<file path="config.mk">
export PLATFORM = sky130hd
export DESIGN_NAME = cas_buffer_arbiter
export DESIGN_NICKNAME = d
export VERILOG_FILES = /design/src/rtl/cas_buffer_pkg.sv /design/src/rtl/cas_read_cache.sv /design/src/rtl/cas_buffer_arbiter.sv
export SDC_FILE = /design/constraint.sdc
export NUM_CORES = 1
export LEC_CHECK = 0
export CORE_UTILIZATION = 50
export CTS_BUF_LIST = sky130_fd_sc_hd__clkbuf_4 sky130_fd_sc_hd__clkbuf_8
export DETAILED_ROUTE_END_ITERATION = 8
export PLACE_DENSITY = 0.76
export SKIP_LAST_GASP = 1
export SLEW_MARGIN = 20
export SYNTH_ARGS = -nofsm -noshare
export SYNTH_HDL_FRONTEND = slang
export SYNTH_HIERARCHICAL = 1
export SYNTH_SLANG_ARGS = --single-unit
export TNS_END_PERCENT = 5
</file>
<file path="constraint.sdc">
create_clock -name clk -period 3.3 [get_ports clk]
set_clock_uncertainty 0.15 [all_clocks]
set_input_delay 0.33 -clock clk [delete_from_list [all_inputs] [get_ports clk]]
set_output_delay 0.33 -clock clk [all_outputs]
set_load 0.005 [all_outputs]
</file>
<file path="src/rtl/cas_buffer_pkg.sv">
// cas_buffer_pkg: shared types and defaults for the cassette buffer arbiter.
// Contents: arb_state_t FSM encoding, AW_DEF (byte address width), MAX_WR_BURST_DEF.
package cas_buffer_pkg;
  localparam int AW_DEF = 27;
  localparam int MAX_WR_BURST_DEF = 16;
  typedef enum logic [2:0] {IDLE, WR_ISSUE, RD_ISSUE, WAIT_WR, WAIT_RD} arb_state_t;
endpackage

</file>
<file path="src/rtl/cas_read_cache.sv">
// cas_read_cache: one-byte playback read cache with write coherence and flush.
// Ports: clk/reset_n; flush invalidates; lookup_addr -> hit; upd_* is an issued
// write (updates data on address match); fill_* loads a completed read; data is the cached byte.
module cas_read_cache import cas_buffer_pkg::*; #(
  parameter int AW = AW_DEF
) (
  input  logic          clk,
  input  logic          reset_n,
  input  logic          flush,
  input  logic [AW-1:0] lookup_addr,
  output logic          hit,
  input  logic          upd_en,
  input  logic [AW-1:0] upd_addr,
  input  logic [7:0]    upd_data,
  input  logic          fill_en,
  input  logic [AW-1:0] fill_addr,
  input  logic [7:0]    fill_data,
  output logic [7:0]    data
);
  logic          valid;
  logic [AW-1:0] addr_q;
  logic [7:0]    data_q;
  logic          upd_match;
  assign hit = valid && addr_q == lookup_addr;
  assign upd_match = upd_en && addr_q == upd_addr;
  // forward a same-cycle write so a hit never returns the stale byte
  assign data = upd_match ? upd_data : data_q;
  always_ff @(posedge clk or negedge reset_n) begin
    if (!reset_n) begin
      valid  <= 1'b0;
      addr_q <= '0;
      data_q <= '0;
    end else begin
      if (fill_en) begin
        valid  <= 1'b1;
        addr_q <= fill_addr;
        data_q <= fill_data;
      end else if (upd_match) data_q <= upd_data;
      if (flush) valid <= 1'b0;
    end
  end
endmodule

</file>
<file path="src/rtl/cas_buffer_arbiter.sv">
// cas_buffer_arbiter: shares the single-port cassette DDRAM buffer between the CAS download writer and the playback reader.
// Ports: clk/reset_n; flush; writer wr_strobe/wr_addr/wr_data/wr_wait;
// reader rd_req/rd_addr/rd_valid/rd_data; memory mem_addr/mem_din/mem_we/mem_rd/mem_dout/mem_ready.
module cas_buffer_arbiter import cas_buffer_pkg::*; #(
  parameter int AW = AW_DEF,
  parameter int MAX_WR_BURST = MAX_WR_BURST_DEF
) (
  input  logic          clk,
  input  logic          reset_n,
  input  logic          flush,
  input  logic          wr_strobe,
  input  logic [AW-1:0] wr_addr,
  input  logic [7:0]    wr_data,
  output logic          wr_wait,
  input  logic          rd_req,
  input  logic [AW-1:0] rd_addr,
  output logic          rd_valid,
  output logic [7:0]    rd_data,
  output logic [AW-1:0] mem_addr,
  output logic [7:0]    mem_din,
  output logic          mem_we,
  output logic          mem_rd,
  input  logic [7:0]    mem_dout,
  input  logic          mem_ready
);
  localparam int CW = $clog2(MAX_WR_BURST + 1);
  arb_state_t    state, state_nx;
  logic          wr_full;
  logic [AW-1:0] wr_addr_q;
  logic [7:0]    wr_data_q;
  logic          rd_pend;
  logic [AW-1:0] rd_addr_q;
  logic          rd_drop;
  logic [CW-1:0] burst_cnt;
  logic          rd_pend_eff, force_rd, grant_wr, grant_rd, rd_done, fill_en;
  logic          hit_req, miss_req, cache_hit;
  logic [7:0]    cache_data;
  assign wr_wait = wr_full;
  // flush kills the pending read in the same cycle, so it can no longer be granted
  assign rd_pend_eff = rd_pend && !flush;
  assign force_rd = rd_pend_eff && burst_cnt >= CW'(MAX_WR_BURST);
  assign grant_wr = state == IDLE && mem_ready && wr_full && !force_rd;
  assign grant_rd = state == IDLE && mem_ready && rd_pend_eff && !grant_wr;
  assign rd_done = state == WAIT_RD && mem_ready;
  // a read flushed while outstanding completes silently
  assign fill_en = rd_done && !rd_drop && !flush;
  assign hit_req = rd_req && !flush && !rd_pend && cache_hit;
  assign miss_req = rd_req && !flush && !rd_pend && !cache_hit;
  always_comb begin
    state_nx = state;
    unique case (state)
      IDLE:     state_nx = grant_wr ? WR_ISSUE : grant_rd ? RD_ISSUE : IDLE;
      WR_ISSUE: state_nx = WAIT_WR;
      RD_ISSUE: state_nx = WAIT_RD;
      WAIT_WR:  state_nx = mem_ready ? IDLE : WAIT_WR;
      WAIT_RD:  state_nx = mem_ready ? IDLE : WAIT_RD;
      default:  state_nx = IDLE;
    endcase
  end
  always_ff @(posedge clk or negedge reset_n) begin
    if (!reset_n) begin
      state     <= IDLE;
      wr_full   <= 1'b0;
      wr_addr_q <= '0;
      wr_data_q <= '0;
      rd_pend   <= 1'b0;
      rd_addr_q <= '0;
      rd_drop   <= 1'b0;
      burst_cnt <= '0;
      rd_valid  <= 1'b0;
      rd_data   <= '0;
      mem_addr  <= '0;
      mem_din   <= '0;
      mem_we    <= 1'b0;
      mem_rd    <= 1'b0;
    end else begin
      state  <= state_nx;
      mem_we <= grant_wr;
      mem_rd <= grant_rd;
      if (grant_wr) begin
        mem_addr <= wr_addr_q;
        mem_din  <= wr_data_q;
      end else if (grant_rd) mem_addr <= rd_addr_q;
      if (state == WR_ISSUE) wr_full <= 1'b0;
      if (wr_strobe && !wr_full) begin
        wr_full   <= 1'b1;
        wr_addr_q <= wr_addr;
        wr_data_q <= wr_data;
      end
      rd_valid <= hit_req || fill_en;
      if (hit_req) rd_data <= cache_data;
      else if (fill_en) rd_data <= mem_dout;
      // a dropped completion must not clear a request captured after the flush
      if (rd_done && !rd_drop) rd_pend <= 1'b0;
      if (miss_req) begin
        rd_pend   <= 1'b1;
        rd_addr_q <= rd_addr;
      end
      if (flush) rd_pend <= 1'b0;
      if (flush && (state == RD_ISSUE || (state == WAIT_RD && !mem_ready))) rd_drop <= 1'b1;
      else if (rd_done) rd_drop <= 1'b0;
      if (!rd_pend_eff || grant_rd) burst_cnt <= '0;
      else if (grant_wr) burst_cnt <= burst_cnt + 1'b1;
    end
  end
  cas_read_cache #(.AW(AW)) u_cache (
    .clk        (clk),
    .reset_n    (reset_n),
    .flush      (flush),
    .lookup_addr(rd_addr),
    .hit        (cache_hit),
    .upd_en     (state == WR_ISSUE),
    .upd_addr   (wr_addr_q),
    .upd_data   (wr_data_q),
    .fill_en    (fill_en),
    .fill_addr  (rd_addr_q),
    .fill_data  (mem_dout),
    .data       (cache_data)
  );
  a_wr_overrun: assert property (@(posedge clk) disable iff (!reset_n) !(wr_strobe && wr_full));
  a_rd_overrun: assert property (@(posedge clk) disable iff (!reset_n) !(rd_req && rd_pend && !flush));
endmodule
</file>
==> metrics.md, run 1 <==
| Metric | Value |
|---|---|
| Status | completed |
| GRT Total Usage | 0.256 |
| Fmax | approximately 370 MHz |
| Drt initial violations | ~360 |
| CP max FO | 22 |
| Vias in the first global route | between 5000 and 6000 |
| Area of the mapped netlist | between 7000 and 8000 sq um |
| Async SR Flop Fraction | 1.00 |
| Worst-path clk slew | approximately 80 ps |
| Final estimated routing congestion in global placement | between 0.8 and 0.9 |
| WHS | about 240 ps |
| H-tree depth | 4 |
| Post-synth top area share | 0.543 |
| Crit Path Category | flip-flop to flip-flop |
| Data arrival, critical path | between 2000 and 3000 ps |
| Hold Crit Class | input pin to async pin |
| Wirelength per Cell | roughly 20 um |
| Area of the die | around 15000 sq um |
| Share of cells above drive strength 1 | 0.225 |
| Multi-input logic area | just over 3000 sq um |
| IO Port Bufs | between 100 and 150 |
| Max Cap Viol | 0 |
| Core area | between 10000 and 15000 sq um |
| Die width | approximately 120 um |
| CTS Buffer Depth | 2 |
| Most frequent cell after synthesis | dfrtp_1 |
| CTS tree | built |
| CTS Root Buffer Type | clkbuf_8 |
| Post-CTS resize count | 0 |
| Clock Latency Late Sink | roughly 460 ps |
| Startpoint type of the worst setup path | flip-flop |
| Mapped Cells | between 500 and 600 |
| I/O pin count | between 100 and 150 |
| CTS sink count | approximately 160 |
| Period minus WS final | approximately 2700 ps |
| Layout Utilization | 0.648 |
| Reg area | 3880 sq um |
| Register area share after synthesis | 0.543 |
| Final wirelength | 17.7 mm |
| Place WS | approximately 230 ps |
| Final worst slack | about 570 ps |
| CTS Buf Count | 17 |
| Top FF cell, synth | dfrtp_1 |
| CP delay by family, top | simple AND/OR/NAND/NOR gates |
| Post-synth top cells | 155 x dfrtp_1, 96 x mux2_2, 42 x xnor2_1 |
| Drt pass-1 iters | 5 |
| # setup viols final | 0 |
| Worst-Margin Slew | just over 900 ps |
| Std-Cell Rows | 43 |
| Initial Utilization | 0.513 |
| Slew Viols, Final | 0 |
| Dominant cell type by area after synthesis | dfrtp_1 |
| Initial antenna violation count | 1 |
| Cell variety after synth | 44 |
| CP bufs+invs | 1 |
| Post-synthesis register bit count | 155 |
| GRT overflow | 0 |
| FILL cells | 1035 |
| CP endpoint kind | flip-flop |
| CP Launch Point | u_cache/addr_q[7]$_DFFE_PN0P_ |
| Post-DP HPWL | 12.0 mm |
| Global-route wire length before repair | about 29 mm |
| Tcrit/Tclk final | 0.827 |
| WP data required | between 3000 and 4000 ps |
| Total power draw | approximately 7400 uW |
| Syn Area/Cell | 12.6 sq um |
| Power Density | between 800 and 900 nW/um^2 |
| Synth top area cells | dfrtp_1 54%, mux2_2 15%, xnor2_1 5.1% |
| Synth-to-Final Area Change | 26.3% |
| DIE HEIGHT | 122 um |
| Crit. path cell count | 7 |
| Slowest-stage cell, CP | or4_1 |
| RR Startpoint | u_cache/addr_q[7]$_DFFE_PN0P_ |
| RSZ-0062 raised after global routing | false |
| Largest net degree at the start of global routing | ~110 |
| Final hold vios | 0 |
| Nets | roughly 770 |
| CP cell instances | xnor2_1, nand4_1, or4_1, nor4_1, nor4b_2, buf_12, mux2_2 |
| Slew margin rel. | 0.386 |
| Worst VDD drop | 387 uV |
| Syn nets | about 650 |
| Final setup TNS | 0 ps |
| Synth Warn # | 6 |
| CP max stage delay | between 500 and 600 ps |
| Post-synth EDFFs | 0 |
| Routed vias/inst | between 5 and 6 |
| Final ANT Viol Nets | 0 |
| Pleak | around 0.0037 uW |
| FF-to-FF path depth | 7 |
| Ant. Diodes | 0 |
| DRC | 0 |
| Total number of vias | 5161 |
metal layers:
metal  part of all wire  up-vias  global-route usage  routed length [um]
met2               0.47      220               0.400                8360
li1                   -     2316                   -                   -
met5            0.00073        -                   0                  13
met4              0.024        2              0.0980                 422
met1               0.44     2588               0.357                7840
met3              0.062       35              0.0473                1100
metrics by stage:
step	cell area, sq um	instances
2_1_floorplan	7150	569
3_3_place_gp	8580	848
3_5_place_dp	8580	848
4_1_cts	9030	881
5_1_grt	9030	881
6_report	9030	881
layout make-up:
| class | count | share of cell area |
|---|---|---|
| Clock buffer | 18 | 0.0274 |
| Clock inverter | 14 | 0.0216 |
| Inverter | 18 | 0.00748 |
| Multi-Input combinational cell | 357 | 0.336 |
| Sequential cell | 155 | 0.430 |
| Tap cell | 180 | 0.0249 |
| Timing Repair Buffer | 139 | 0.153 |
power breakdown:
group / internal, uW / switching [uW]
clock network: 846 / 725
logic: 1500 / 1060
registers: 2610 / 623
worst register-to-register path, delay by kind of cell (launching register included):
kind          cells  cell delay (ps)
buf+inv           1              220
mux               1              290
simple gates      4             1290
xor+xnor          1              240
flops             1              430
cell families (layout without fill, tap and decap cells):
group,Yosys count,in the layout,synth area share
buffers and inverters,57,189,0.0368
flip-flops,155,155,0.543
XOR/XNOR,54,54,0.0662
AO/OA/AOI/OAI,88,88,0.0917
multiplexers,98,98,0.155
adder cells (fa/ha/maj),1,1,0.00175
AND/OR/NAND/NOR,116,116,0.106
layout by cell type (no fill, tap or decap), types with 14 or more instances in the layout:
cell type | synthesis | routed
dfrtp_1 | 155 | 155
clkdlybuf4s50_1 | 0 | 121
mux2_2 | 96 | 96
xnor2_1 | 42 | 42
and4_1 | 27 | 27
a221o_1 | 27 | 27
o21ai_0 | 19 | 19
inv_1 | 18 | 18
clkbuf_8 | 0 | 18
o21ai_1 | 17 | 16
buf_4 | 1 | 14
sequential cells by signal, summed over array words and instances, names as in the netlist, 3 cells and up:
signal / flops
rd_addr_q: 27
mem_din: 8
burst_cnt: 5
state: 3
u_cache/data_q: 8
wr_data_q: 8
rd_data: 8
wr_addr_q: 27
u_cache/addr_q: 27
mem_addr: 27
final timing paths:
path,to,slack (ps)
worst max-delay path,rd_addr_q[6]$_DFFE_PN0P_,570
worst min-delay path,rd_valid$_DFF_PN0_,240
worst max register to register,rd_addr_q[6]$_DFFE_PN0P_,570
worst min register to register,mem_din[5]$_DFFE_PN0N_,360
max in group asynchronous,mem_addr[21]$_DFFE_PN0P_,1820
min in group clk,wr_addr_q[8]$_DFFE_PN0P_,330
what timing repair did:
item	CTS	global route
hold endpoints to repair	51	0
hold buffers	1	0
buffers inserted	0	0
(Power assumes the default switching activity.)
==> run 2: changes to the inputs <==
--- a/config.mk
+++ b/config.mk
@@ -8,7 +8,7 @@
 export CORE_UTILIZATION = 50
 export CTS_BUF_LIST = sky130_fd_sc_hd__clkbuf_4 sky130_fd_sc_hd__clkbuf_8
 export DETAILED_ROUTE_END_ITERATION = 8
-export PLACE_DENSITY = 0.76
+export PLACE_DENSITY = 0.79
 export SKIP_LAST_GASP = 1
 export SLEW_MARGIN = 20
 export SYNTH_ARGS = -nofsm -noshare
==> constraint.sdc (replaced) <==
create_clock -name clk -period 2.5 [get_ports clk]
set_clock_uncertainty 0.15 [all_clocks]
set_input_delay 0.25 -clock clk [delete_from_list [all_inputs] [get_ports clk]]
set_output_delay 0.25 -clock clk [all_outputs]
set_load 0.005 [all_outputs]
==> metrics.md, run 2 (same netlist as run 1, synthesis figures left out) <==
| Metric | Value |
|---|---|
| GRT Total Usage | 0.261 |
| CP endpoint kind | flip-flop |
| Startpoint type of the worst setup path | flip-flop |
| IO Port Bufs | between 100 and 150 |
| CTS Buffer Depth | 2 |
| CTS sink count | 155 |
| Routed vias/inst | between 5 and 6 |
| Std-Cell Rows | 43 |
| RSZ-0062 raised after global routing | true |
| Layout Utilization | 0.661 |
| Hold Crit Class | input pin to async pin |
| Setup bufs post-CTS | 0 |
| CTS Buf Count | 17 |
| Global-route wire length before repair | about 29 mm |
| NetSw | 3220 uW |
| Clock share of power | 0.195 |
| Pleak | between 0.003 and 0.004 uW |
| Total number of vias | roughly 5300 |
| Final hold vios | 0 |
| Slew margin rel. | 0.604 |
| Fmax | just over 400 MHz |
| Tcrit/Tclk final | 0.978 |
| Slowest-stage cell, CP | or4_1 |
| Final estimated routing congestion in global placement | between 0.8 and 0.9 |
| FILL cells | between 1000 and 1500 |
| Most common library cell in the layout ignoring fill and taps | dfrtp_1 |
| Final instance area | roughly 9000 sq um |
| Core area | between 10000 and 15000 sq um |
| Pint | 6530 uW |
| Max Cap Viol | 0 |
| DRC | 0 |
| Nets | 779 |
| CTS tree | built |
| Initial Utilization | 0.513 |
| DIE HEIGHT | about 120 um |
| Drt pass-1 iters | 4 |
| Vias in the first global route | between 5000 and 6000 |
| Most frequent cells in the layout | 154 x dfrtp_1, 121 x clkdlybuf4s50_1, 96 x mux2_2 |
| Drt initial violations | around 400 |
| Place WS | -254 ps |
| CP max FO | 20 |
| Worst VDD drop | 547 uV |
| Ant. Diodes | 0 |
| Wirelength per Cell | a little over 20 um |
| WP data required | 2700 ps |
| Data arrival, critical path | 2640 ps |
| Switching portion of total power | 0.331 |
| Post-DP Area | 8720 sq um |
| Initial antenna violation count | 0 |
| Clock Latency Late Sink | between 400 and 500 ps |
| CP cell instances | xnor2_2, nand4_1, or4_1, nor4_2, buf_4, nor4b_2, buf_12, mux2_2 |
| # setup viols final | 0 |
| Post-DP HPWL | between 10 and 15 mm |
| Status | completed |
| Share of cells above drive strength 1 | 0.252 |
| Synth-to-Final Area Change | 28.9% |
| Part of the power in registers | 0.438 |
| Crit Path Category | flip-flop to flip-flop |
| WHS | roughly 170 ps |
| Area of the die | 14800 sq um |
| Worst-path clk slew | 80 ps |
| GRT overflow | 0 |
| Largest net degree at the start of global routing | 61 |
| CP max stage delay | between 500 and 600 ps |
| Die width | around 120 um |
| Slew Viols, Final | 0 |
| Final ANT Viol Nets | 0 |
| CTS Root Buffer Type | clkbuf_8 |
| Period minus WS final | about 2400 ps |
| Worst-Margin Slew | 595 ps |
| Final setup TNS | 0 ps |
| H-tree depth | 4 |
| Final wirelength | between 15 and 20 mm |
| Final worst slack | around 55 ps |
| Part of the power in combinational logic | 0.367 |
| Power Density | 1060 nW/um^2 |
| I/O pin count | 123 |
run 2: worst paths after layout:
path	startpoint	endpoint	slack [ps]	cells after the start
max	u_cache/addr_q[26]$_DFFE_PN0P_	rd_addr_q[2]$_DFFE_PN0P_	50	8
min	reset_n	u_cache/data_q[0]$_DFF_PN0_	170	2
max reg2reg	u_cache/addr_q[26]$_DFFE_PN0P_	rd_addr_q[2]$_DFFE_PN0P_	50	8
min reg2reg	mem_din[0]$_DFFE_PN0N_	mem_din[0]$_DFFE_PN0N_	370	1
max in group asynchronous	reset_n	u_cache/addr_q[26]$_DFFE_PN0P_	1280	3
min in group clk	wr_addr[22]	wr_addr_q[22]$_DFFE_PN0P_	250	2
run 2: area by class of cell:
cell class	count	area, sq um	area share
clock inverters	10	116	0.0126
clock buffers	21	283	0.0307
well taps	180	225	0.0245
repair buffers	153	1530	0.167
flip-flops and latches	155	3880	0.421
inverters	18	67.6	0.00734
multi-input cells	357	3100	0.337
run 2: critical path: cells and delay by family (launching register included):
family / cells / cell delay [ps]
buffers and inverters: 2 / 340
muxes: 1 / 280
DFF: 1 / 450
xor gates and xnor gates: 1 / 200
and+or+nand+nor: 4 / 910
run 2: repair_timing:
item | CTS | global route
gates resized for setup | 0 | 10
endpoints found under the hold margin | 56 | 0
hold buffers | 1 | 0
setup endpoints to repair | 0 | 36
run 2: power groups by stage:
stage | sequential, uW | combinational [uW] | clock [uW]
3_5_place_dp | 4280 | 3540 | 0
5_1_grt | 4390 | 3820 | 2060
4_1_cts | 4250 | 3570 | 1940
2_1_floorplan | 4090 | 2030 | 0
6_report | 4270 | 3570 | 1900
3_3_place_gp | 4230 | 3430 | 0
run 2: metrics by stage:
step | instances | power [uW]
2_1_floorplan | 569 | 6110
3_3_place_gp | 861 | 7650
3_5_place_dp | 861 | 7820
4_1_cts | 893 | 9750
5_1_grt | 894 | 10300
6_report | 894 | 9750
run 2: metal layers:
metal  up-vias  global-route usage  part of all wire
li1       2345                   -                 -
met1      2705               0.345              0.43
met2       217               0.419              0.49
met3        30              0.0585             0.057
met4         0              0.0980             0.023
met5         -                   0                 0
==> run 3: changes to the inputs <==
--- a/config.mk
+++ b/config.mk
@@ -8,7 +8,8 @@
 export CORE_UTILIZATION = 50
 export CTS_BUF_LIST = sky130_fd_sc_hd__clkbuf_4 sky130_fd_sc_hd__clkbuf_8
 export DETAILED_ROUTE_END_ITERATION = 8
-export PLACE_DENSITY = 0.79
+export DONT_BUFFER_PORTS = 1
+export PLACE_DENSITY = 0.68
 export SKIP_LAST_GASP = 1
 export SLEW_MARGIN = 20
 export SYNTH_ARGS = -nofsm -noshare
==> metrics.md, run 3 (same netlist as run 1, synthesis figures left out) <==
| Metric | Value |
|---|---|
| Layout Utilization | 0.626 |
| Worst-path clk slew | around 80 ps |
| CP delay by family, top | simple AND/OR/NAND/NOR gates |
| Initial antenna violation count | 0 |
| Violated checks | negative hold slack |
| IO Port Bufs | 0 |
| Max Cap Viol | 0 |
| Std-Cell Rows | 43 |
| GRT overflow | 0 |
| Slew margin rel. | 0.527 |
| Most frequent cells in the layout | 152 x dfrtp_1, 96 x mux2_2, 73 x dlygate4sd3_1 |
| Part of the power in registers | 0.467 |
| Vias in the first global route | slightly above 5000 |
| CTS Root Buffer Type | clkbuf_8 |
| Period minus WS final | 2490 ps |
| Share of cells above drive strength 1 | 0.270 |
| Synth-to-Final Area Change | 22.1% |
| NetSw | between 3000 and 4000 uW |
| Initial Utilization | 0.513 |
| Power Density | around 1100 nW/um^2 |
| Pint | between 6000 and 7000 uW |
| Slowest-stage cell, CP | or4_4 |
| Die width | around 120 um |
| CP max stage delay | around 530 ps |
| Clock share of power | 0.240 |
| Worst VDD drop | 684 uV |
| # setup viols final | 0 |
| Area of the die | approximately 15000 sq um |
| Global-route wire length before repair | 28.2 mm |
| CTS sink count | roughly 160 |
| Fmax | approximately 400 MHz |
| Worst-Margin Slew | roughly 700 ps |
| CTS Buf Count | 17 |
| Pleak | between 0.003 and 0.004 uW |
| Switching portion of total power | 0.327 |
| Drt initial violations | between 400 and 500 |
| CP endpoint kind | flip-flop |
| Final hold vios | ~160 |
| Slew Viols, Final | 0 |
| RSZ-0062 raised after global routing | true |
| CTS Buffer Depth | 2 |
| Status | finished, violations left |
| WP data required | roughly 2700 ps |
| Wirelength per Cell | ~22 um |
| Final wirelength | 18.1 mm |
| Final estimated routing congestion in global placement | around 0.8 |
| Crit Path Category | flip-flop to flip-flop |
| CP bufs+invs | 2 |
| I/O pin count | roughly 120 |
| WHS | -667 ps |
| Final ANT Viol Nets | 0 |
| Drt pass-1 iters | 5 |
| Tcrit/Tclk final | 0.994 |
| GRT Total Usage | 0.256 |
| Largest net degree at the start of global routing | around 160 |
| Hold Crit Class | input pin to async pin |
| DRC | 0 |
| Part of the power in combinational logic | 0.293 |
| Data arrival, critical path | 2680 ps |
| Most common library cell in the layout ignoring fill and taps | dfrtp_1 |
| Total number of vias | 5049 |
| Core area | between 10000 and 15000 sq um |
| DIE HEIGHT | around 120 um |
| CP max FO | 28 |
| Ant. Diodes | 0 |
| Nets | roughly 720 |
| Routed vias/inst | roughly 6 |
| CP cell instances | xnor2_2, nand4_1, or4_4, nor4_4, buf_4, nor4b_2, buf_12, mux2_2 |
| Clock Latency Late Sink | approximately 460 ps |
| Startpoint type of the worst setup path | flip-flop |
| CTS tree | built |
| Post-DP HPWL | 11.2 mm |
| H-tree depth | 4 |
-- run 3: path summary, 6_finish.rpt --
path,startpoint,endpoint,slack [ps],cells past startpoint
min in group clk,flush,rd_data[4]$_DFFE_PN0P_,20,3
max reg2reg,u_cache/addr_q[26]$_DFFE_PN0P_,rd_addr_q[14]$_DFFE_PN0P_,10,8
min reg2reg,rd_addr_q[24]$_DFFE_PN0P_,u_cache/addr_q[24]$_DFFE_PN0P_,380,1
min,reset_n,mem_din[6]$_DFFE_PN0N_,-670,0
max in group asynchronous,reset_n,u_cache/addr_q[7]$_DFFE_PN0P_,2600,0
max,u_cache/addr_q[26]$_DFFE_PN0P_,rd_addr_q[14]$_DFFE_PN0P_,10,8
-- run 3: repair_timing --
action | in CTS | in global routing
buffers inserted | 0 | 6
hold endpoints to repair | 244 | 156
hold buffers | 72 | 1
gates cloned | 0 | 1
pin swaps | 0 | 8
resized for setup | 2 | 12
endpoints found under the setup margin | 35 | 37
-- run 3: routing by layer --
| layer | global-route usage | vias to the layer above | part of all wire |
|---|---|---|---|
| li1 | - | 2238 | - |
| met1 | 0.329 | 2591 | 0.42 |
| met2 | 0.410 | 184 | 0.50 |
| met3 | 0.0693 | 36 | 0.061 |
| met4 | 0.106 | 0 | 0.022 |
| met5 | 0 | - | 0 |
-- run 3: area by class of cell --
cell class / count / area [sq um]
multi-input cells: 357 / 3120
clock buffers: 21 / 289
inverters: 18 / 67.6
fillers: 1068 / 5210
flip-flops and latches: 155 / 3880
clock inverters: 11 / 189
well taps: 180 / 225
repair buffers: 98 / 957
-- run 3: through the flow --
| stage | cells | cell area, sq um | setup slack [ps] | TNS [ps] | power (uW) |
|---|---|---|---|---|---|
| global route | 840 | 8730 | -59.8 | -1170 | 9830 |
| detailed placement | 728 | 7380 | -63.9 | -864 | 6920 |
| floorplan | 569 | 7150 | 16.5 | 0 | 6110 |
| finish | 840 | 8730 | 14.0 | 0 | 9320 |
| CTS | 832 | 8590 | 5.13 | 0 | 9280 |
| global placement | 728 | 7380 | 28.7 | 0 | 6780 |
-- run 3: power groups by stage --
stage | Clock [uW] | Sequential (uW) | Combinational [uW]
2_1_floorplan | 0 | 4090 | 2030
3_3_place_gp | 0 | 4340 | 2440
3_5_place_dp | 0 | 4390 | 2530
4_1_cts | 2270 | 4350 | 2660
5_1_grt | 2380 | 4490 | 2960
6_report | 2230 | 4360 | 2730
